### config.mk
export PLATFORM = sky130hd
export DESIGN_NAME = upctr_sched_flat
export DESIGN_NICKNAME = d
export VERILOG_FILES = /design/src/rtl/upctr_sched_pkg.sv /design/src/rtl/upctr_sched_if.sv /design/src/rtl/upctr_step.sv /design/src/rtl/upctr_sched.sv /design/src/flat_wrapper.sv
export SDC_FILE = /design/constraint.sdc
export NUM_CORES = 1
export LEC_CHECK = 0
export BUFFER_PORTS_ARGS = -buffer_cell sky130_fd_sc_hd__buf_2
export CAP_MARGIN = 20
export CELL_PAD_IN_SITES_DETAIL_PLACEMENT = 1
export CELL_PAD_IN_SITES_GLOBAL_PLACEMENT = 2
export CORE_ASPECT_RATIO = 0.9
export CORE_MARGIN = 4
export CORE_UTILIZATION = 33
export CTS_BUF_LIST = sky130_fd_sc_hd__clkbuf_8
export DETAILED_ROUTE_END_ITERATION = 12
export GPL_TIMING_DRIVEN = 0
export PLACE_DENSITY_LB_ADDON = 0.1
export SLEW_MARGIN = 15
export SYNTH_ARGS = -nofsm -noshare
export SYNTH_HDL_FRONTEND = slang
export SYNTH_SLANG_ARGS = --single-unit
### constraint.sdc
create_clock -name clk -period 1.8 [get_ports clk]
set_input_delay 0.18 -clock clk [delete_from_list [all_inputs] [get_ports clk]]
set_output_delay 0.18 -clock clk [all_outputs]
set_load 0.05 [all_outputs]
### src/rtl/upctr_sched_pkg.sv
// Shared types and constants for the upctr_sched round-robin step scheduler.
// Optional CLEAR/HOLD opcodes are enabled by defining UPCTR_SCHED_CLEAR_EN.
package upctr_sched_pkg;

  typedef enum logic [1:0] {
    OP_INC   = 2'b00,
    OP_ROL   = 2'b01,
    OP_CLEAR = 2'b10,
    OP_HOLD  = 2'b11
  } op_e;

  typedef enum logic [1:0] {
    IDLE,
    RUN,
    DONE
  } state_e;

  localparam logic REQ_A = 1'b0;
  localparam logic REQ_B = 1'b1;

endpackage

### src/rtl/upctr_sched_if.sv
// Command handshakes for both requesters plus the completion pulse.
// The master side issues commands; the slave side is the scheduler.
interface upctr_sched_if #(
  parameter int WIDTH = 8,
  parameter int CNT_W = 4
);

  logic             a_valid;
  logic [1:0]       a_op;
  logic [CNT_W-1:0] a_cnt;
  logic             a_ready;

  logic             b_valid;
  logic [1:0]       b_op;
  logic [CNT_W-1:0] b_cnt;
  logic             b_ready;

  logic             done_valid;
  logic             done_id;
  logic [WIDTH-1:0] done_value;

  modport master (
    output a_valid, a_op, a_cnt,
    output b_valid, b_op, b_cnt,
    input  a_ready, b_ready,
    input  done_valid, done_id, done_value
  );

  modport slave (
    input  a_valid, a_op, a_cnt,
    input  b_valid, b_op, b_cnt,
    output a_ready, b_ready,
    output done_valid, done_id, done_value
  );

endinterface

### src/rtl/upctr_step.sv
// Combinational single-step datapath: INC/ROL, plus CLEAR/HOLD when
// UPCTR_SCHED_CLEAR_EN is defined (otherwise only op[0] is decoded).
module upctr_step
  import upctr_sched_pkg::*;
#(
  parameter int WIDTH = 8
) (
  input  op_e              op,
  input  logic [WIDTH-1:0] value,
  output logic [WIDTH-1:0] next_value
);

`ifdef UPCTR_SCHED_CLEAR_EN
  always_comb begin
    next_value = value;
    unique case (op)
      OP_INC:   next_value = value + WIDTH'(1);
      OP_ROL:   next_value = {value[WIDTH-2:0], value[WIDTH-1]};
      OP_CLEAR: next_value = '0;
      OP_HOLD:  next_value = value;
      default:  next_value = value;
    endcase
  end
`else
  // op[1] is deliberately ignored in this build
  logic unused_op_hi;
  assign unused_op_hi = op[1];

  always_comb begin
    next_value = value + WIDTH'(1);
    if (op[0]) next_value = {value[WIDTH-2:0], value[WIDTH-1]};
  end
`endif

endmodule

### src/rtl/upctr_sched.sv
// Round-robin scheduler sharing one increment/rotate datapath between two
// requesters. UPCTR_SCHED_CLEAR_EN adds the CLEAR and HOLD opcodes.
module upctr_sched
  import upctr_sched_pkg::*;
#(
  parameter int WIDTH = 8,
  parameter int CNT_W = 4
) (
  input  logic             clk,
  input  logic             rst,
  upctr_sched_if.slave     bus,
  output logic [WIDTH-1:0] value,
  output logic             busy
);

  state_e           state, state_n;
  op_e              op_q;
  op_e              acc_op;
  logic             id_q;
  logic             last_grant;
  logic             idle;
  logic             accept;
  logic             acc_id;
  logic [CNT_W-1:0] remaining;
  logic [CNT_W-1:0] acc_cnt;
  logic [CNT_W-1:0] load_cnt;
  logic [WIDTH-1:0] step_value;

  assign idle = (state == IDLE);

  // On contention the requester that was not granted last wins
  assign bus.a_ready = idle & bus.a_valid & (~bus.b_valid | (last_grant == REQ_B));
  assign bus.b_ready = idle & bus.b_valid & (~bus.a_valid | (last_grant == REQ_A));

  assign accept  = (bus.a_valid & bus.a_ready) | (bus.b_valid & bus.b_ready);
  assign acc_id  = bus.b_ready ? REQ_B : REQ_A;
  assign acc_op  = op_e'(bus.b_ready ? bus.b_op : bus.a_op);
  assign acc_cnt = bus.b_ready ? bus.b_cnt : bus.a_cnt;

`ifdef UPCTR_SCHED_CLEAR_EN
  assign load_cnt = (acc_op == OP_CLEAR) ? CNT_W'(1) : acc_cnt;
`else
  assign load_cnt = acc_cnt;
`endif

  upctr_step #(.WIDTH(WIDTH)) u_step (
    .op         (op_q),
    .value      (value),
    .next_value (step_value)
  );

  always_ff @(posedge clk) begin
    if (!rst) state <= IDLE;
    else      state <= state_n;
  end

  always_comb begin
    state_n = state;
    unique case (state)
      IDLE:    if (accept) state_n = (load_cnt != '0) ? RUN : DONE;
      RUN:     if (remaining == CNT_W'(1)) state_n = DONE;
      DONE:    state_n = IDLE;
      default: state_n = IDLE;
    endcase
  end

  always_ff @(posedge clk) begin
    if (!rst) begin
      value          <= '0;
      remaining      <= '0;
      op_q           <= OP_INC;
      id_q           <= REQ_A;
      last_grant     <= REQ_B;
      busy           <= 1'b0;
      bus.done_valid <= 1'b0;
      bus.done_id    <= REQ_A;
      bus.done_value <= '0;
    end else begin
      busy           <= (state_n != IDLE);
      bus.done_valid <= (state == DONE);
      if (state == DONE) begin
        bus.done_id    <= id_q;
        bus.done_value <= value;
      end
      if (idle && accept) begin
        op_q       <= acc_op;
        id_q       <= acc_id;
        remaining  <= load_cnt;
        last_grant <= acc_id;
      end
      if (state == RUN) begin
        value     <= step_value;
        remaining <= remaining - CNT_W'(1);
      end
    end
  end

endmodule

### src/flat_wrapper.sv
// flat-port wrapper written by rule: the top's interface ports become plain ports
module upctr_sched_flat import upctr_sched_pkg::*;
#(
  parameter int WIDTH = 8,
  parameter int CNT_W = 4
)
  (clk, rst, value, busy, bus_a_valid, bus_a_op, bus_a_cnt, bus_b_valid, bus_b_op, bus_b_cnt, bus_a_ready, bus_b_ready, bus_done_valid, bus_done_id, bus_done_value);
  upctr_sched_if #(.WIDTH(WIDTH), .CNT_W(CNT_W)) bus_i ();
  input  logic clk;
  input  logic rst;
  output logic [WIDTH-1:0] value;
  output logic busy;
  input wire logic [$bits(bus_i.a_valid)-1:0] bus_a_valid;
  input wire logic [$bits(bus_i.a_op)-1:0] bus_a_op;
  input wire logic [$bits(bus_i.a_cnt)-1:0] bus_a_cnt;
  input wire logic [$bits(bus_i.b_valid)-1:0] bus_b_valid;
  input wire logic [$bits(bus_i.b_op)-1:0] bus_b_op;
  input wire logic [$bits(bus_i.b_cnt)-1:0] bus_b_cnt;
  output wire logic [$bits(bus_i.a_ready)-1:0] bus_a_ready;
  output wire logic [$bits(bus_i.b_ready)-1:0] bus_b_ready;
  output wire logic [$bits(bus_i.done_valid)-1:0] bus_done_valid;
  output wire logic [$bits(bus_i.done_id)-1:0] bus_done_id;
  output wire logic [$bits(bus_i.done_value)-1:0] bus_done_value;
  assign bus_i.a_valid = bus_a_valid;
  assign bus_i.a_op = bus_a_op;
  assign bus_i.a_cnt = bus_a_cnt;
  assign bus_i.b_valid = bus_b_valid;
  assign bus_i.b_op = bus_b_op;
  assign bus_i.b_cnt = bus_b_cnt;
  assign bus_a_ready = bus_i.a_ready;
  assign bus_b_ready = bus_i.b_ready;
  assign bus_done_valid = bus_i.done_valid;
  assign bus_done_id = bus_i.done_id;
  assign bus_done_value = bus_i.done_value;
  upctr_sched #(.WIDTH(WIDTH), .CNT_W(CNT_W)) u_core (.clk(clk), .rst(rst), .bus(bus_i), .value(value), .busy(busy));
endmodule
Yosys cells after proc, flatten, opt, wreduce, memory -nomap -nowiden
Index checks and enable logic that the tools add are counted.
{"block": "word_totals", "ff_bits": 28, "latchBits": 0, "ramBits": 0, "romBits": 0, "n_memories": 0}
{"block": "op_classes", "addsub": 2, "mul": 0, "div_mod_pow": 0, "magnitude_cmp": 0, "eq_ne": 3, "shift": 0, "muxes": 10, "n_bitwise": 12, "n_reduce_logical": 5}
{"op": "$mux W4", "count": 3}
{"op": "$add A8 B1 Y8 const B", "count": 1}
{"op": "$mux W8", "count": 1}
{"op": "$and A1 B1 Y1", "count": 6}
{"op": "$mux W2", "count": 3}
{"op": "$eq A4 B1 Y1 const B", "count": 1}
{"op": "$pmux W2 S2", "count": 1}
{"op": "$reduce_bool A2 Y1", "count": 2}
{"op": "$reduce_bool A4 Y1", "count": 1}
{"op": "$sub A4 B1 Y4 const B", "count": 1}
{"op": "$not A1 Y1", "count": 3}
{"op": "$or A1 B1 Y1", "count": 3}
{"op": "$eq A2 B1 Y1 const B", "count": 1}
{"op": "$eq A2 B2 Y1 const B", "count": 1}
{"op": "$logic_not A2 Y1", "count": 1}
{"op": "$mux W1", "count": 2}
{"op": "$logic_and A1 B1 Y1", "count": 1}

Logic depth before layout (Yosys ltp)
Gate-level depths: netlist of run 1.
{"block": "logic_depth", "word_depth": 9, "depth_mapped": 6}

Hierarchy
A second synthesis of run 1 with hierarchy kept.
{"block": "unflattened", "cells_unflattened": 187, "area_unflattened_um2": 1445.1}
{"mod": "upctr_sched", "n_inst": 1, "cells_each": 155, "area_each_um2": 1228.7, "seq_area_each_um2": 580.6}
{"mod": "upctr_step", "n_inst": 1, "cells_each": 32, "area_each_um2": 216.5, "seq_area_each_um2": 0.0}

Worst setup path after synthesis of run 1
No wires, ideal clock.
{"block": "synth_timing", "kind": "register to register", "from": "reg u_core.value[0]", "to": "reg u_core.value[6]", "setup_ns": 0.132, "arrival_ns": 1.516, "required_ns": 1.668, "slack_ns": 0.152, "path_stages_with_launch": 6, "n_path_buf": 0, "synth_period_minus_slack_ns": 1.648, "cell_sequence": "dfxtp_1 ha_1 nand3_1 o21a_1 o21ai_1 a21oi_1"}
{"block": "synth_between", "elab_chain_cells": 2}
{"item": "from (decl)", "line_no": "upctr_sched.sv:12", "source": "output logic [WIDTH-1:0] value,"}
{"item": "from (signal assigned)", "line_no": "upctr_sched.sv:92", "source": "value <= step_value;"}
{"item": "$add A8 B1 Y8", "line_no": "upctr_step.sv:30", "source": "next_value = value + WIDTH'(1);"}
{"item": "$mux W8", "line_no": "upctr_step.sv:31", "source": "if (op[0]) next_value = {value[WIDTH-2:0], value[WIDTH-1]};"}
Every way passes these cells.
A chain may end at the register's enable or synchronous reset.

Worst setup path in the final report of run 1
{"block": "layout_timing", "from": "reg u_core.state[0]", "to": "out bus_a_ready"}
{"block": "layout_between", "elab_chain_cells": 3}
{"item": "from (decl)", "line_no": "upctr_sched.sv:16", "source": "state_e state, state_n;"}
{"item": "from (signal assigned)", "line_no": "upctr_sched.sv:54", "source": "else state <= state_n;"}
{"item": "$logic_not A2 Y1", "line_no": "upctr_sched.sv:29", "source": "assign idle = (state == IDLE);"}
{"item": "$and A1 B1 Y1 (2 in a row)", "line_no": "upctr_sched.sv:32", "source": "assign bus.a_ready = idle & bus.a_valid & (~bus.b_valid | (last_grant == REQ_B));"}
{"item": "to (decl)", "line_no": "flat_wrapper.sv:19", "source": "output wire logic [$bits(bus_i.a_ready)-1:0] bus_a_ready;"}
Every way passes these cells.

==> results of run 1 <==
==> worst max-delay path: cells and delay by family (launching register included) <==
kind	cells	cell delay, ps
buffers and inverters	2	450
DFF	1	310
AOI/OAI and AO/OA	1	120
and+or+nand+nor	2	320
==> state kept, by name, indices dropped and copies added, names as in the netlist <==
name	cells
u_core.last_grant	1
u_core.bus.done_valid	1
u_core.state	2
u_core.value	8
u_core.remaining	4
u_core.op_q	1
u_core.id_q	1
u_core.bus.done_value	8
u_core.busy	1
u_core.bus.done_id	1
==> cells by family after synthesis <==
family | share of synthesized area, %
muxes | 5.99
and+or+nand+nor | 22.6
buffers and inverters | 5.18
adders and majority gates | 2.73
AOI/OAI and AO/OA | 22.8
DFF | 40.7
==> through the flow <==
stage	instances	util, %	power (mW)
floorplan	169	-	1.21
global placement	250	39.6	1.35
detailed placement	250	39.6	1.38
CTS	254	41.4	1.88
global route	254	41.6	1.98
finish	254	41.6	1.87
==> how the worst max path moves through the flow <==
stage | from | end | slack (ps) | cells past startpoint
2_1_floorplan | u_core.value[0] | u_core.value[6] | 150 | 5
3_3_place_gp | u_core.value[1] | u_core.value[6] | 360 | 5
3_5_place_dp | u_core.value[0] | u_core.value[6] | 330 | 5
4_1_cts | u_core.state[0] | bus_b_ready | 60 | 5
5_1_grt | u_core.state[0] | bus_a_ready | 30 | 5
6_report | u_core.state[0] | bus_a_ready | 140 | 5
==> metal layers <==
metal	wire, um	vias up
met1	1980	663
met2	1830	24
met5	0	-
met3	192	2
met4	10	0
li1	-	683
==> power breakdown <==
group	internal, mW	switching [mW]	leakage (nW)
clock network	0.298	0.200	0.0357
logic	0.216	0.394	0.453
registers	0.684	0.0746	0.228
total	1.20	0.668	0.717
==> layout by cell type, fill, tap and decap left out, drive strengths merged, types with 6 or more instances in the layout <==
cell type,instances
buf,38
nand2,32
dfxtp,28
a21oi,19
nor2,11
o21ai,8
clkbuf,7
inv,6
mux2i,6
==> final cells by class <==
cell class	instances	area (um2)
well taps	48	60.1
clock inverters	1	30.0
inverters	6	22.5
fillers	504	2360
plain buffers	9	48.8
flip-flops and latches	28	561
multi-input cells	126	753
clock buffers	3	41.3
repair buffers	33	165
==> results.yml, run 1 <==
run_status:
  status: "completed"
floorplan:
  core_um2: 4050
  die_width_um: 76.1
  num_rows: 22
  die-area_um2: 5270
  start_util_pct: 34.0
  fp.dieH_um: 69.3
  io_pins: 37
clock_tree:
  clk_latency_ps: 270
  clock_sinks: 28
  ctsHoldBuffers: 0
  postCtsSetupBuffers: 0
  cts-root-buf: "clkbuf_8"
  htreeDepth: 1
  clockBufferDepth: 2
  ctsResizeCount: 0
  cts_tree: "built"
  cts_made_buffers: 3
  clk_pin_slew_ps: 100
sta:
  min_period_over_period_pct: 92.3
  final.setup.tns_ps: 0
  setup_viol: 0
  worstMarginPinSlew_ps: 571
  hold_viol: 0
  worst_slack_ps: 138
  fmax_ghz: 0.602
  rsz0062_at_grt: "no"
  fin_skew_ps: 1.99
  final_max_slew_viol_count: 0
  finalHoldWorstSlack_ps: 185
  worst_slew_margin_rel_pct: 62.0
  layout_min_cycle_time_ps: 1660
grt:
  overflow: 0
  grt_usage_pct: 15.6
  antenna_found_initial: 0
  met1_usage_pct: 23.0
  grt_use_met2_pct: 23.8
  grt_pass1_vias: 1348
  busiest_layer: "met2"
  grt_use_met3_pct: 3.90
  grt_max_degree: 17
  grt_pass1_wl_um: 6950
worst_setup_path:
  r2r-end: "u_core.value[6]"
  r2r_cells: 5
  crit_chain: "buf_2, nor2_4, nand2_1, a21oi_1, buf_2"
  critPathMostFrequentCell: "buf_2"
  crit_path_max_incr_delay_ps: 310
  critical_path.max_fanout: 9
  end_kind: "primary output"
  cp.required_ps: 1620
  r2r_slack_ps: 280
  worst_ep_arrival_time_ps: 1480
  critical_path_class: "reg -> out"
  reg2reg_from: "u_core.value[1]"
  start_kind: "register"
  crit_slowest_cell: "dfxtp_1"
logic_synthesis:
  synth.cells.most_frequent: "nand2_1, dfxtp_1, a21oi_1"
  yosysMostFrequentCell: "nand2_1"
  ys_ff_latch: 28
  syn_inst: 169
  syn_area_um2: 1380
  synth-seq-area-share_pct: 40.7
  synth_top_area_share_pct: 40.7
  yosys-top-cells-area: "dfxtp_1, nand2_1, a21oi_1, mux2i_1, a22oi_1"
  synth_warnings: 0
  ys_types: 37
  synthArstFlopShare_pct: 0
  avgSynthCellArea_um2: 8.15
  syn-num-nets: 188
  synth.largest_area_cell: "dfxtp_1"
  ys.flop_type: "dfxtp_1"
  synth_edf_count: 0
final_layout:
  antennaDiodeCount: 0
  nets: 226
  area_delta_synth_final_pct: 22.1
  drive_above_1_share_pct: 24.3
  finish.instance_area_um2: 1680
power_and_ir_drop:
  powerDensity_nw_per_um2: 1110
  leakage_nw: 0.717
  ir_drop_mv: 0.518
routing:
  first_pass_iters: 4
  drt-total-wl_um: 4010
  drc_errors: 0
  wl_per_cell_um: 15.8
  vias: 1372
  via_per_inst: 5.40
  ant_nets: 0
  drt_iter0_drc: 55
flow_run:
  cap_violations: 0
place:
  dp_slack_ps: 334
  hpwl_um: 3020
  place_congestion: 0.757
  io_buffer_count: 33
  dpl_cell_area_um2: 1600
worst_hold_path:
  min_path_cells: 2
  whs_endpoint: "u_core.last_grant"
  hold_start: "rst"
  min_path_type: "in -> reg"
Note: power is estimated with default switching activity, not from simulation.
==> run 2: changes to the inputs <==
--- a/constraint.sdc
+++ b/constraint.sdc
@@ -3,2 +3,2 @@
 set_output_delay 0.18 -clock clk [all_outputs]
-set_load 0.05 [all_outputs]
+set_load 0.005 [all_outputs]
==> run 2 against run 1 <==
Effect of this change: core utilization fell by 0.19 points; worst setup slack better by 94 ps; largest cell class unchanged; total power down 5.7%.
==> results.yml, run 2 (synthesized netlist as in run 1, its figures left out) <==
power_and_ir_drop:
  p_sw_share_pct: 32.0
  ir_drop_mv: 0.519
  powerDensity_nw_per_um2: 1050
  finalPower_mw: 1.76
  leakage_nw: 0.716
  p_sw_uw: 563
  p_clk_share_pct: 28.2
  intPower_mw: 1.20
  comb_power_share_pct: 28.7
  p_seq_share_pct: 43.1
sta:
  worst_slack_ps: 232
  setup_viol: 0
  rsz0062_at_grt: "no"
  hold_viol: 0
  final_max_slew_viol_count: 0
  worst_slew_margin_rel_pct: 63.5
  layout_min_cycle_time_ps: 1570
  fin_skew_ps: 1.68
  min_period_over_period_pct: 87.1
  worstMarginPinSlew_ps: 548
  fmax_ghz: 0.638
  final.setup.tns_ps: 0
routing:
  wl_per_cell_um: 15.8
  drt-total-wl_um: 4000
  via_per_inst: 5.44
  ant_nets: 0
  drc_errors: 0
  first_pass_iters: 4
  drt_iter0_drc: 73
  vias: 1383
worst_setup_path:
  r2r-end: "u_core.value[6]"
  critical_path.max_fanout: 9
  r2r_cells: 5
  setup.worst_path.end: "bus_b_ready"
  r2r_slack_ps: 280
  start_kind: "register"
  critPathLaunch: "u_core.state[0]"
  critical_path_class: "reg -> out"
  reg2reg_from: "u_core.value[1]"
  end_kind: "primary output"
  cp.required_ps: 1620
  worst_ep_arrival_time_ps: 1390
floorplan:
  num_rows: 22
  core_um2: 4050
  die-area_um2: 5270
  die_width_um: 76.1
  io_pins: 37
  fp.dieH_um: 69.3
  start_util_pct: 34.0
grt:
  grt_use_met2_pct: 23.8
  busiest_layer: "met2"
  grt_pass1_wl_um: 6950
  antenna_found_initial: 0
  grt_max_degree: 17
  grt_usage_pct: 15.6
  met1_usage_pct: 23.0
  overflow: 0
  grt_use_met3_pct: 3.90
  grt_pass1_vias: 1348
final_layout:
  top_regs: "u_core.bus.done_value x8, u_core.value x8, u_core.remaining x4"
  seqCellArea_um2: 561
  final_common_cell: "buf_2"
  area_delta_synth_final_pct: 21.5
  antennaDiodeCount: 0
  num-fill-cells: 504
  drive_above_1_share_pct: 24.3
  nets: 226
  final_cell_mix: "buf_2, nand2_1, dfxtp_1, a21oi_1, nor2_1"
  multiInputGateArea_um2: 746
  finish.instance_area_um2: 1670
clock_tree:
  cts-root-buf: "clkbuf_8"
  ctsHoldBuffers: 0
  clock_sinks: 28
  clk_latency_ps: 270
  clk_pin_slew_ps: 100
  cts_made_buffers: 3
  clockBufferDepth: 2
  ctsResizeCount: 0
  cts_tree: "built"
  postCtsSetupBuffers: 0
  htreeDepth: 1
place:
  io_buffer_count: 33
  dp_slack_ps: 334
  dpl_cell_area_um2: 1600
  place_congestion: 0.757
  hpwl_um: 3020
run_status:
  status: "completed"
worst_hold_path:
  min_path_type: "in -> reg"
  min_path_cells: 2
flow_run:
  cap_violations: 0
## run 2: power by group through the flow
| stage | Sequential (mW) | Clock, mW | Combinational [mW] |
|---|---|---|---|
| 6_report | 0.758 | 0.496 | 0.504 |
| 3_5_place_dp | 0.773 | 0 | 0.502 |
| 5_1_grt | 0.771 | 0.532 | 0.573 |
| 2_1_floorplan | 0.754 | 0 | 0.359 |
| 4_1_cts | 0.758 | 0.513 | 0.508 |
| 3_3_place_gp | 0.767 | 0 | 0.481 |
## run 2: routing by layer
layer	up-vias	routed length [um]
met5	-	0
met4	0	10
met1	673	1980
li1	680	-
met3	2	199
met2	28	1810
## run 2: worst max-delay path, stage by stage (launching register included)
cell and delay [ps]:
dfxtp_1 310, buf_2 180, nor2_4 180, nand3_2 240, inv_1 100, buf_2 110
## run 2: through the flow
stage | instances | utilization (%) | hold WS, ps
after detailed placement | 250 | 39.6 | 445
after global routing | 254 | 41.4 | 219
after global placement | 250 | 39.6 | 441
final | 254 | 41.4 | 188
after CTS | 254 | 41.4 | 180
after floorplan | 169 | - | 341
## run 2: worst min path at each step
stage / from / endpoint
finish: rst / u_core.last_grant
detailed placement: u_core.bus.done_id / u_core.bus.done_id
global route: rst / u_core.last_grant
CTS: rst / u_core.last_grant
global placement: u_core.bus.done_value[1] / u_core.bus.done_value[1]
floorplan: bus_b_valid / u_core.last_grant
## run 2: layout make-up
cell class                 count  share of cell area (%)
multi-input combinational    126                    44.5
sequential                    28                    33.5
timing repair buffer          33                    9.87
tap                           48                    3.59
buffer                         9                    2.91
clock buffer                   3                    2.47
clock inverter                 1                    1.79
inverter                       6                    1.35
==> run 3: changes to the inputs <==
Settings changed: CELL_PAD_IN_SITES_DETAIL_PLACEMENT 1 to unset, CELL_PAD_IN_SITES_GLOBAL_PLACEMENT 2 to unset, CORE_ASPECT_RATIO 0.9 to unset, CORE_UTILIZATION 33 to 58, PLACE_DENSITY set to 0.87, PLACE_DENSITY_LB_ADDON 0.1 to unset.
==> run 3 against run 2 <==
Effect of this change: sequential share of layout area up 0.85 points; largest power group unchanged; worst setup slack lost 24 ps; final area is 2.5% lower; global-route usage up 6.9 points; via count increased by 2.5%; register-to-register slack better by 60 ps; total power is 6.6% lower; highest routed layer unchanged; maximum frequency shrank 1.5%; largest cell class unchanged; core utilization increased by 32 points.
==> results.yml, run 3 (synthesized netlist as in run 1, its figures left out) <==
clock_tree:
  postCtsSetupBuffers: 0
  ctsHoldBuffers: 0
  ctsResizeCount: 0
  clockBufferDepth: 2
  clock_sinks: 28
  clk_pin_slew_ps: 90
  cts_made_buffers: 3
  cts_tree: "built"
  htreeDepth: 1
  cts-root-buf: "clkbuf_8"
  clk_latency_ps: 280
grt:
  grt_pass1_vias: 1322
  antenna_found_initial: 0
  grt_pass1_wl_um: 5890
  overflow: 0
  grt_usage_pct: 22.6
  grt_max_degree: 16
floorplan:
  die_width_um: 56.7
  io_pins: 37
  die-area_um2: 3220
  core_um2: 2230
  start_util_pct: 61.7
  num_rows: 17
  fp.dieH_um: 56.7
worst_setup_path:
  r2r-end: "u_core.value[7]"
  worst_ep_arrival_time_ps: 1410
  r2r_cells: 6
  cp.required_ps: 1620
  r2r_slack_ps: 340
  end_kind: "primary output"
  start_kind: "register"
  critical_path.max_fanout: 9
  reg2reg_from: "u_core.state[0]"
  critical_path_class: "reg -> out"
place:
  dpl_cell_area_um2: 1580
  hpwl_um: 2550
  place_congestion: 0.886
  io_buffer_count: 33
power_and_ir_drop:
  ir_drop_mv: 0.706
  powerDensity_nw_per_um2: 1010
  leakage_nw: 0.709
routing:
  ant_nets: 0
  wl_per_cell_um: 14.9
  drt-total-wl_um: 3500
  vias: 1417
  via_per_inst: 6.06
  drc_errors: 0
  first_pass_iters: 4
  drt_iter0_drc: 73
worst_hold_path:
  whs_endpoint: "u_core.op_q[0]"
  min_path_type: "in -> reg"
  hold_start: "bus_b_op[0]"
  min_path_cells: 3
sta:
  worstMarginPinSlew_ps: 479
  final_max_slew_viol_count: 0
  fin_skew_ps: 2.96
  layout_min_cycle_time_ps: 1590
  rsz0062_at_grt: "no"
  min_period_over_period_pct: 88.4
  hold_viol: 0
  fmax_ghz: 0.628
  setup_viol: 0
  final.setup.tns_ps: 0
  worst_slew_margin_rel_pct: 68.1
flow_run:
  cap_violations: 0
run_status:
  status: "completed"
final_layout:
  finish.instance_area_um2: 1630
  area_delta_synth_final_pct: 18.5
  final_cell_mix: "buf_2, nand2_1, dfxtp_1, a21oi_1, nor2_1"
  drive_above_1_share_pct: 24.3
  top_regs: "u_core.bus.done_value x8, u_core.value x8, u_core.remaining x4"
  antennaDiodeCount: 0
  nets: 226
  final_common_cell: "buf_2"
[run 3: how the worst max path moves through the flow]
stage               slack (ps)       startpoint  depth (start not counted)              end
global placement           420  u_core.value[1]                          5  u_core.value[6]
global route               100  u_core.state[0]                          5      bus_b_ready
CTS                        220  u_core.state[0]                          5      bus_b_ready
floorplan                  540  u_core.value[0]                          5  u_core.value[6]
finish                     210  u_core.state[0]                          5      bus_b_ready
detailed placement         390  u_core.value[1]                          5  u_core.value[6]
[run 3: layout make-up]
type	count	area (um2)
Multi-Input combinational cell	126	746
Fill cell	192	601
Sequential cell	28	561
Timing Repair Buffer	33	165
Clock buffer	4	55.1
Buffer	9	48.8
Tap cell	28	35.0
Inverter	6	22.5
[run 3: through the flow]
step	std cells	setup WS, ps	util, %	hold WS (ps)	power, mW
finish	234	208	73.1	201	1.64
global route	234	102	73.1	205	1.75
CTS	234	219	73.1	197	1.64
detailed placement	230	387	70.6	451	1.25
global placement	230	424	70.6	440	1.23
floorplan	169	537	-	341	1.11
[run 3: metal layers]
layer,vias up,GRT usage (%),share of wire [%]
li1,679,-,-
met1,666,28.9,42
met2,61,37.5,49
met3,11,3.68,6.8
met4,0,9.27,2.3
met5,-,0,0
[run 3: report_power, final]
part	total, mW	internal (mW)	switching (mW)
Combinational	0.490	0.213	0.277
Clock	0.397	0.196	0.201
Sequential	0.757	0.684	0.0727
[run 3: worst max-delay path: stages (launching register included)]
cell and delay (ps):
dfxtp_1 320, buf_2 190, nor2_4 180, nand3_2 240, inv_1 100, buf_2 120
